==> src/rtl/nvdla_cmac_pwr_pkg.sv <==
// Shared types and helpers for the CMAC Q-channel power-policy controller.
//  pwr_state_e : FSM state encoding, also exported on state_o (RUN = 0).
//  DENY_CNT_W  : width of the saturating deny counter.
//  sat_inc     : saturating increment used by the deny counter.
//  qreq_active : decodes the states in which qreqn is held low.
package nvdla_cmac_pwr_pkg;

  localparam int DENY_CNT_W = 8;

  typedef enum logic [2:0] {
    RUN     = 3'd0,
    REQ     = 3'd1,
    DENIED  = 3'd2,
    BACKOFF = 3'd3,
    SAVE    = 3'd4,
    OFF     = 3'd5,
    PWRUP   = 3'd6,
    RESTORE = 3'd7
  } pwr_state_e;

  function automatic logic [DENY_CNT_W-1:0] sat_inc(input logic [DENY_CNT_W-1:0] v);
    if (&v) begin
      sat_inc = v;
    end else begin
      sat_inc = v + {{(DENY_CNT_W-1){1'b0}}, 1'b1};
    end
  endfunction

  function automatic logic qreq_active(input pwr_state_e s);
    case (s)
      REQ, SAVE, OFF, PWRUP, RESTORE: qreq_active = 1'b1;
      default:                        qreq_active = 1'b0;
    endcase
  endfunction

endpackage

==> src/rtl/nvdla_cmac_pwr_cnt.sv <==
// Loadable up-counter with clear and terminal-count compare, shared by the
// idle, back-off and power-up timers of the power-policy controller.
//  clk, rst_n : clock and asynchronous active-low reset
//  clr        : synchronous clear (highest priority after reset)
//  load       : load load_val
//  inc        : increment by one
//  tc_val     : terminal-count compare value
//  tc         : high while the count equals tc_val
module nvdla_cmac_pwr_cnt #(
  parameter int CNT_W = 8
) (
  input  logic             clk,
  input  logic             rst_n,
  input  logic             clr,
  input  logic             load,
  input  logic             inc,
  input  logic [CNT_W-1:0] load_val,
  input  logic [CNT_W-1:0] tc_val,
  output logic             tc
);

  logic [CNT_W-1:0] cnt_r;

  // Count register: clear, load, increment or hold.
  always_ff @(posedge clk or negedge rst_n) begin
    if (!rst_n) begin
      cnt_r <= {CNT_W{1'b0}};
    end else if (clr) begin
      cnt_r <= {CNT_W{1'b0}};
    end else if (load) begin
      cnt_r <= load_val;
    end else if (inc) begin
      cnt_r <= cnt_r + {{(CNT_W-1){1'b0}}, 1'b1};
    end else begin
      cnt_r <= cnt_r;
    end
  end

  assign tc = (cnt_r == tc_val);

endmodule

==> src/rtl/nvdla_cmac_qch_pwr_ctrl.sv <==
// Q-channel power-policy controller in front of the CMAC Q-channel block.
// Detects sustained idle, requests quiescence and, once accepted, sequences
// save -> isolate -> power-off; on wake it sequences power-up -> restore ->
// Q-channel exit. A denied request is followed by a back-off period.
//  nvdla_core_clk / nvdla_core_rstn : clock, async active-low reset
//  pwr_en_i, idle_i, wake_i         : policy inputs
//  qacceptn_i, qdeny_i              : Q-channel device responses
//  qreqn_o                          : Q-channel request (active low)
//  pr_save_o / pr_restore_o         : one-cycle retention pulses
//  iso_en_o / pwr_off_o             : isolation and power-switch controls
//  state_o, deny_cnt_o, proto_err_o : status
// All outputs are flops loaded from the next-state decode.
module nvdla_cmac_qch_pwr_ctrl
  import nvdla_cmac_pwr_pkg::*;
#(
  parameter int IDLE_CYCLES  = 16,
  parameter int PWRUP_CYCLES = 8,
  parameter int BACKOFF      = 32,
  parameter int CNT_W        = 8
) (
  input  logic                  nvdla_core_clk,
  input  logic                  nvdla_core_rstn,
  input  logic                  pwr_en_i,
  input  logic                  idle_i,
  input  logic                  wake_i,
  input  logic                  qacceptn_i,
  input  logic                  qdeny_i,
  output logic                  qreqn_o,
  output logic                  pr_save_o,
  output logic                  pr_restore_o,
  output logic                  iso_en_o,
  output logic                  pwr_off_o,
  output logic [2:0]            state_o,
  output logic [DENY_CNT_W-1:0] deny_cnt_o,
  output logic                  proto_err_o
);

  pwr_state_e             state_r, next_state_s;
  logic                   cnt_clr_s, cnt_inc_s, cnt_tc_s;
  logic [CNT_W-1:0]       tc_val_s;
  logic                   idle_ok_s, err_s;
  logic                   wake_pend_r, qacc_d_r, qdeny_d_r;
  logic                   qreqn_r, pr_save_r, pr_restore_r, iso_en_r, pwr_off_r, proto_err_r;
  logic [DENY_CNT_W-1:0]  deny_cnt_r;

  // Idle qualifier; requiring qacceptn_i=1 also makes RUN act as the
  // Q-channel exit wait after RESTORE (counter held clear until accept rises).
  assign idle_ok_s = pwr_en_i & idle_i & ~wake_i & qacceptn_i & ~qdeny_i;

  nvdla_cmac_pwr_cnt #(.CNT_W(CNT_W)) u_cnt (
    .clk      (nvdla_core_clk),
    .rst_n    (nvdla_core_rstn),
    .clr      (cnt_clr_s),
    .load     (1'b0),
    .inc      (cnt_inc_s),
    .load_val ({CNT_W{1'b0}}),
    .tc_val   (tc_val_s),
    .tc       (cnt_tc_s)
  );

  // Next-state and shared-counter control.
  always_comb begin
    next_state_s = state_r;
    cnt_clr_s    = 1'b1;
    cnt_inc_s    = 1'b0;
    tc_val_s     = {CNT_W{1'b0}};
    case (state_r)
      RUN: begin
        tc_val_s = CNT_W'(IDLE_CYCLES - 1);
        if (idle_ok_s) begin
          if (cnt_tc_s) begin
            next_state_s = REQ;
          end else begin
            cnt_clr_s = 1'b0;
            cnt_inc_s = 1'b1;
          end
        end else begin
          next_state_s = RUN;
        end
      end
      REQ: begin
        // Deny wins over a simultaneous accept; wake cannot abort here.
        if (qdeny_i) begin
          next_state_s = DENIED;
        end else if (!qacceptn_i) begin
          next_state_s = SAVE;
        end else begin
          next_state_s = REQ;
        end
      end
      DENIED: begin
        if (!qdeny_i) begin
          next_state_s = nvdla_cmac_pwr_pkg::BACKOFF;
        end else begin
          next_state_s = DENIED;
        end
      end
      nvdla_cmac_pwr_pkg::BACKOFF: begin
        tc_val_s = CNT_W'(BACKOFF - 1);
        if (cnt_tc_s) begin
          next_state_s = RUN;
        end else begin
          cnt_clr_s = 1'b0;
          cnt_inc_s = 1'b1;
        end
      end
      SAVE: begin
        next_state_s = OFF;
      end
      OFF: begin
        if (wake_i || wake_pend_r || !pwr_en_i) begin
          next_state_s = PWRUP;
        end else begin
          next_state_s = OFF;
        end
      end
      PWRUP: begin
        tc_val_s = CNT_W'(PWRUP_CYCLES - 1);
        if (cnt_tc_s) begin
          next_state_s = RESTORE;
        end else begin
          cnt_clr_s = 1'b0;
          cnt_inc_s = 1'b1;
        end
      end
      RESTORE: begin
        next_state_s = RUN;
      end
      default: begin
        next_state_s = RUN;
      end
    endcase
  end

  // Device-side Q-channel protocol violations, judged against the qreqn level
  // currently driven and the previous sample of each response.
  assign err_s = (qreqn_r  &  qacc_d_r  & ~qacceptn_i) |
                 (qreqn_r  & ~qdeny_d_r &  qdeny_i)    |
                 (~qreqn_r & ~qacc_d_r  &  qacceptn_i) |
                 ((state_r == REQ) & qdeny_i & ~qacceptn_i);

  // State register and next-state decoded output flops.
  always_ff @(posedge nvdla_core_clk or negedge nvdla_core_rstn) begin
    if (!nvdla_core_rstn) begin
      state_r      <= RUN;
      qreqn_r      <= 1'b1;
      pr_save_r    <= 1'b0;
      pr_restore_r <= 1'b0;
      iso_en_r     <= 1'b0;
      pwr_off_r    <= 1'b0;
    end else begin
      state_r      <= next_state_s;
      qreqn_r      <= ~qreq_active(next_state_s);
      pr_save_r    <= (next_state_s == SAVE);
      pr_restore_r <= (next_state_s == RESTORE);
      iso_en_r     <= (next_state_s == SAVE) || (next_state_s == OFF) ||
                      (next_state_s == PWRUP) || (next_state_s == RESTORE);
      pwr_off_r    <= (next_state_s == OFF);
    end
  end

  // A wake seen while heading into SAVE/OFF is remembered so it is honoured
  // once the minimum OFF stay has elapsed, even if it was only a pulse.
  always_ff @(posedge nvdla_core_clk or negedge nvdla_core_rstn) begin
    if (!nvdla_core_rstn) begin
      wake_pend_r <= 1'b0;
    end else if ((next_state_s == SAVE) || (next_state_s == OFF)) begin
      wake_pend_r <= wake_pend_r | wake_i;
    end else begin
      wake_pend_r <= 1'b0;
    end
  end

  // Deny counter (counts entries into DENIED) and sticky protocol error.
  always_ff @(posedge nvdla_core_clk or negedge nvdla_core_rstn) begin
    if (!nvdla_core_rstn) begin
      deny_cnt_r  <= {DENY_CNT_W{1'b0}};
      proto_err_r <= 1'b0;
      qacc_d_r    <= 1'b1;
      qdeny_d_r   <= 1'b0;
    end else begin
      if ((next_state_s == DENIED) && (state_r != DENIED)) begin
        deny_cnt_r <= sat_inc(deny_cnt_r);
      end else begin
        deny_cnt_r <= deny_cnt_r;
      end
      proto_err_r <= proto_err_r | err_s;
      qacc_d_r    <= qacceptn_i;
      qdeny_d_r   <= qdeny_i;
    end
  end

  assign qreqn_o      = qreqn_r;
  assign pr_save_o    = pr_save_r;
  assign pr_restore_o = pr_restore_r;
  assign iso_en_o     = iso_en_r;
  assign pwr_off_o    = pwr_off_r;
  assign state_o      = state_r;
  assign deny_cnt_o   = deny_cnt_r;
  assign proto_err_o  = proto_err_r;

endmodule
==> config.mk <==
export PLATFORM = sky130hd
export DESIGN_NAME = nvdla_cmac_qch_pwr_ctrl
export DESIGN_NICKNAME = d
export VERILOG_FILES = /design/src/rtl/nvdla_cmac_pwr_pkg.sv /design/src/rtl/nvdla_cmac_pwr_cnt.sv /design/src/rtl/nvdla_cmac_qch_pwr_ctrl.sv
export SDC_FILE = /design/constraint.sdc
export NUM_CORES = 1
export LEC_CHECK = 0
export CORE_ASPECT_RATIO = 0.8
export CORE_MARGIN = 10
export CORE_UTILIZATION = 45
export DETAILED_ROUTE_END_ITERATION = 10
export GPL_ROUTABILITY_DRIVEN = 0
export PLACE_DENSITY_LB_ADDON = 0.2
export RECOVER_POWER = 25
export SYNTH_ARGS = -nofsm -noshare
export SYNTH_HDL_FRONTEND = slang
export SYNTH_HIERARCHICAL = 1
export SYNTH_SLANG_ARGS = --single-unit
==> constraint.sdc <==
create_clock -name nvdla_core_clk -period 2.54 [get_ports nvdla_core_clk]
set_input_delay 0.635 -clock nvdla_core_clk [delete_from_list [all_inputs] [get_ports nvdla_core_clk]]
set_output_delay 0.635 -clock nvdla_core_clk [all_outputs]
set_load 0.01 [all_outputs]
==> flow_summary.json <==
{
  "outcome": "finished, violations left",
  "violations": "max-capacitance violations",
  "firstDrtPassIters": 4,
  "hold_path_startpoint": "proto_err_o",
  "grt_max_degree": 29,
  "die_area_sq_mm": 0.00616,
  "vias": 1261,
  "diodes": 0,
  "postSynthCellCount": 150,
  "dp_hpwl_um": 2540,
  "final_common_cell": "dfrtp_1",
  "clock-skew-final_ns": 0.00356,
  "synth-main-ff-cell": "dfrtp_1",
  "peakVddDrop_mv": 0.599,
  "whs_path_depth": 1,
  "ys_warn_count": 6,
  "cpMostUsedCell": "nand4_1",
  "num_rows": 18,
  "die_y_um": 72.2,
  "cpPeakStageDelay_ns": 0.47,
  "core_sq_mm": 0.00318,
  "cts_tree": "yes",
  "crit_end": "u_cnt/cnt_r[6]",
  "ys_top_cells_by_area": "dfrtp_1 42%, xnor2_1 7.4%, nand4_1 3.7%, dfstp_2 3.4%, nand2_1 3.4%",
  "path_cells": "clkdlybuf4s50_1 -> nor3b_1 -> nand4_1 -> a21o_1 -> a21oi_4 -> nand4_1 -> or3_1 -> a311oi_2",
  "critPathKind": "primary input to flop",
  "drc": 0,
  "layout.nets": 210,
  "start_util_pct": 48.3,
  "cts_buffer_depth": 2,
  "via_per_inst": 5.25,
  "ff2ff_setup_slack_ns": 0.15,
  "area_growth_pct": 34.5,
  "drt_iter0_markers": 76,
  "slowest_stage": "clkdlybuf4s50_1",
  "r2r-start": "state_o[0]",
  "final_cell_mix": "24 x dfrtp_1, 22 x clkdlybuf4s50_1, 14 x nand2_1, 14 x conb_1, 13 x buf_4",
  "cp.arrival_ns": 2.59,
  "hold-worst-slack_ns": 0.499,
  "grt_pass1_wl_um": 5760,
  "cts_made_buffers": 3,
  "io_buffers": 23,
  "tightest_slew_ns": 1.50,
  "synth.distinct_cells": 43,
  "ys_ff_latch": 28,
  "die_w_um": 85.3,
  "critPathLaunch": "qacceptn_i",
  "cts.sink_count": 28,
  "p_leak_nw": 0.870,
  "antenna_found_initial": 0,
  "post-synth-top-area-cell": "dfrtp_1",
  "min_period_ns": 2.41,
  "h-tree-depth": 1,
  "cp.required_ns": 2.73,
  "hold_class": "flop to flop",
  "fmax_mhz": 415,
  "drv_slew": 0,
  "io_pins": 24,
  "synth.cell_area_sq_mm": 0.00154,
  "synth_top_area_share_pct": 42.4,
  "start_kind": "primary input",
  "post_synth.cell_area_avg_sq_um": 10.2,
  "overflow": 0,
  "wl_per_cell_um": 14.1,
  "setup_tns_ns": 0,
  "hold_viol_final": 0,
  "cts-root-buf": "clkbuf_8",
  "maxCapViolations": 1,
  "final-setup-viol-count": 0,
  "clock_latency_ns": 0.27,
  "ant_nets": 0,
  "synth_edf_count": 0,
  "grt_pass1_vias": 1244,
  "yosysSeqAreaShare_pct": 45.8,
  "max_slew_margin_pct": 0.0384,
  "worstPathMaxFanout": 4,
  "ctsHoldBuffers": 0,
  "worstSetupEndpointType": "flop",
  "p_per_area_mw_per_mm2": 1030,
  "grt_usage_pct": 11.2,
  "path_clk_slew_ns": 0.09,
  "async_flop_share_pct": 100,
  "wl_um": 3380,
  "rr_worst_depth": 11,
  "period_share_pct": 94.8,
  "drive_gt1_share_pct": 20.5,
  "r2r-end": "u_cnt/cnt_r[6]"
}
-- worst min path at each step --
stage,slack [ns],end
4_1_cts,0.51,proto_err_o
5_1_grt,0.54,proto_err_o
2_1_floorplan,0.34,deny_cnt_o[0]
3_5_place_dp,0.48,proto_err_o
3_3_place_gp,0.45,proto_err_o
6_report,0.50,proto_err_o
-- worst max-delay path: cells and delay by family --
family | cells | cell delay, ns
simple gates | 4 | 0.82
compound gates | 3 | 0.68
buf+inv | 1 | 0.47
-- state kept, by name, summed over array words and instances, names as in the netlist --
name,cells
deny_cnt_o,8
iso_en_o,1
pr_restore_o,1
pr_save_o,1
proto_err_o,1
pwr_off_o,1
qacc_d_r,1
qdeny_d_r,1
qreqn_o,1
state_o,3
u_cnt/cnt_r,8
wake_pend_r,1
-- report_power, final --
part	total (W)	internal (W)	switching, W
Sequential	0.000730	0.000574	0.000156
Clock	0.000347	0.000211	0.000136
Combinational	0.00104	0.000555	0.000489
Total	0.00212	0.00134	0.000781
-- cell usage after synthesis (all sizes together) (2+ instances only) --
library cell / instances
nand3: 2
xor2: 5
or3: 3
nor2: 11
nor3b: 3
xnor2: 13
a311oi: 3
a21o: 2
o21ai: 4
buf: 4
o21bai: 2
and3: 4
mux2: 3
nand4: 9
nand2b: 4
ha: 2
nand2: 14
nor2b: 3
a21oi: 7
dfstp: 2
a31oi: 2
inv: 4
a211oi: 4
o21a: 2
dfrtp: 26
-- layout make-up --
class                           count  area, sq um
Timing Repair Buffer               38          335
Tap cell                           40         50.0
Clock buffer                        3         41.3
Multi-Input combinational cell    126          887
Inverter                            4         15.0
Clock inverter                      1         30.0
Fill cell                         262         1110
Sequential cell                    28          706
-- repair_timing --
item                                    4_1_cts  5_1_grt
buffers inserted                              0        1
endpoints found under the setup margin        0       10
resized for setup                             0        9
-- stage by stage --
stage | instances | power, W | utilization (%) | setup slack (ns) | instance area, sq um
finish | 240 | 0.00212 | 65.0 | 0.133 | 2060
global route | 240 | 0.00228 | 65.0 | -0.0291 | 2060
CTS | 239 | 0.00206 | 63.8 | 0.0100 | 2030
detailed placement | 235 | 0.00170 | 61.5 | -0.206 | 1950
global placement | 235 | 0.00167 | 61.5 | -0.140 | 1950
floorplan | 163 | 0.00136 | - | 0.00572 | 1600
-- cells by family (layout without fill, tap and decap cells) --
family | after synthesis | after routing | synth area share [%]
AND/OR/NAND/NOR | 60 | 60 | 21.8
flip-flops | 28 | 28 | 45.8
buffers and inverters | 9 | 46 | 2.77
AO/OA/AOI/OAI | 28 | 28 | 14.6
adder cells (fa/ha/maj) | 2 | 2 | 1.63
other | 1 | 14 | 0.244
XOR/XNOR | 18 | 18 | 10.3
multiplexers | 4 | 4 | 2.85
-- routing by layer --
metal	up-vias	track usage, %	part of all wire, %
li1	620	-	-
met1	620	13.4	47
met2	19	19.0	47
met3	2	4.13	6.0
met4	0	1.64	0.39
met5	-	0	0
Note: power is estimated with default switching activity, not from simulation.
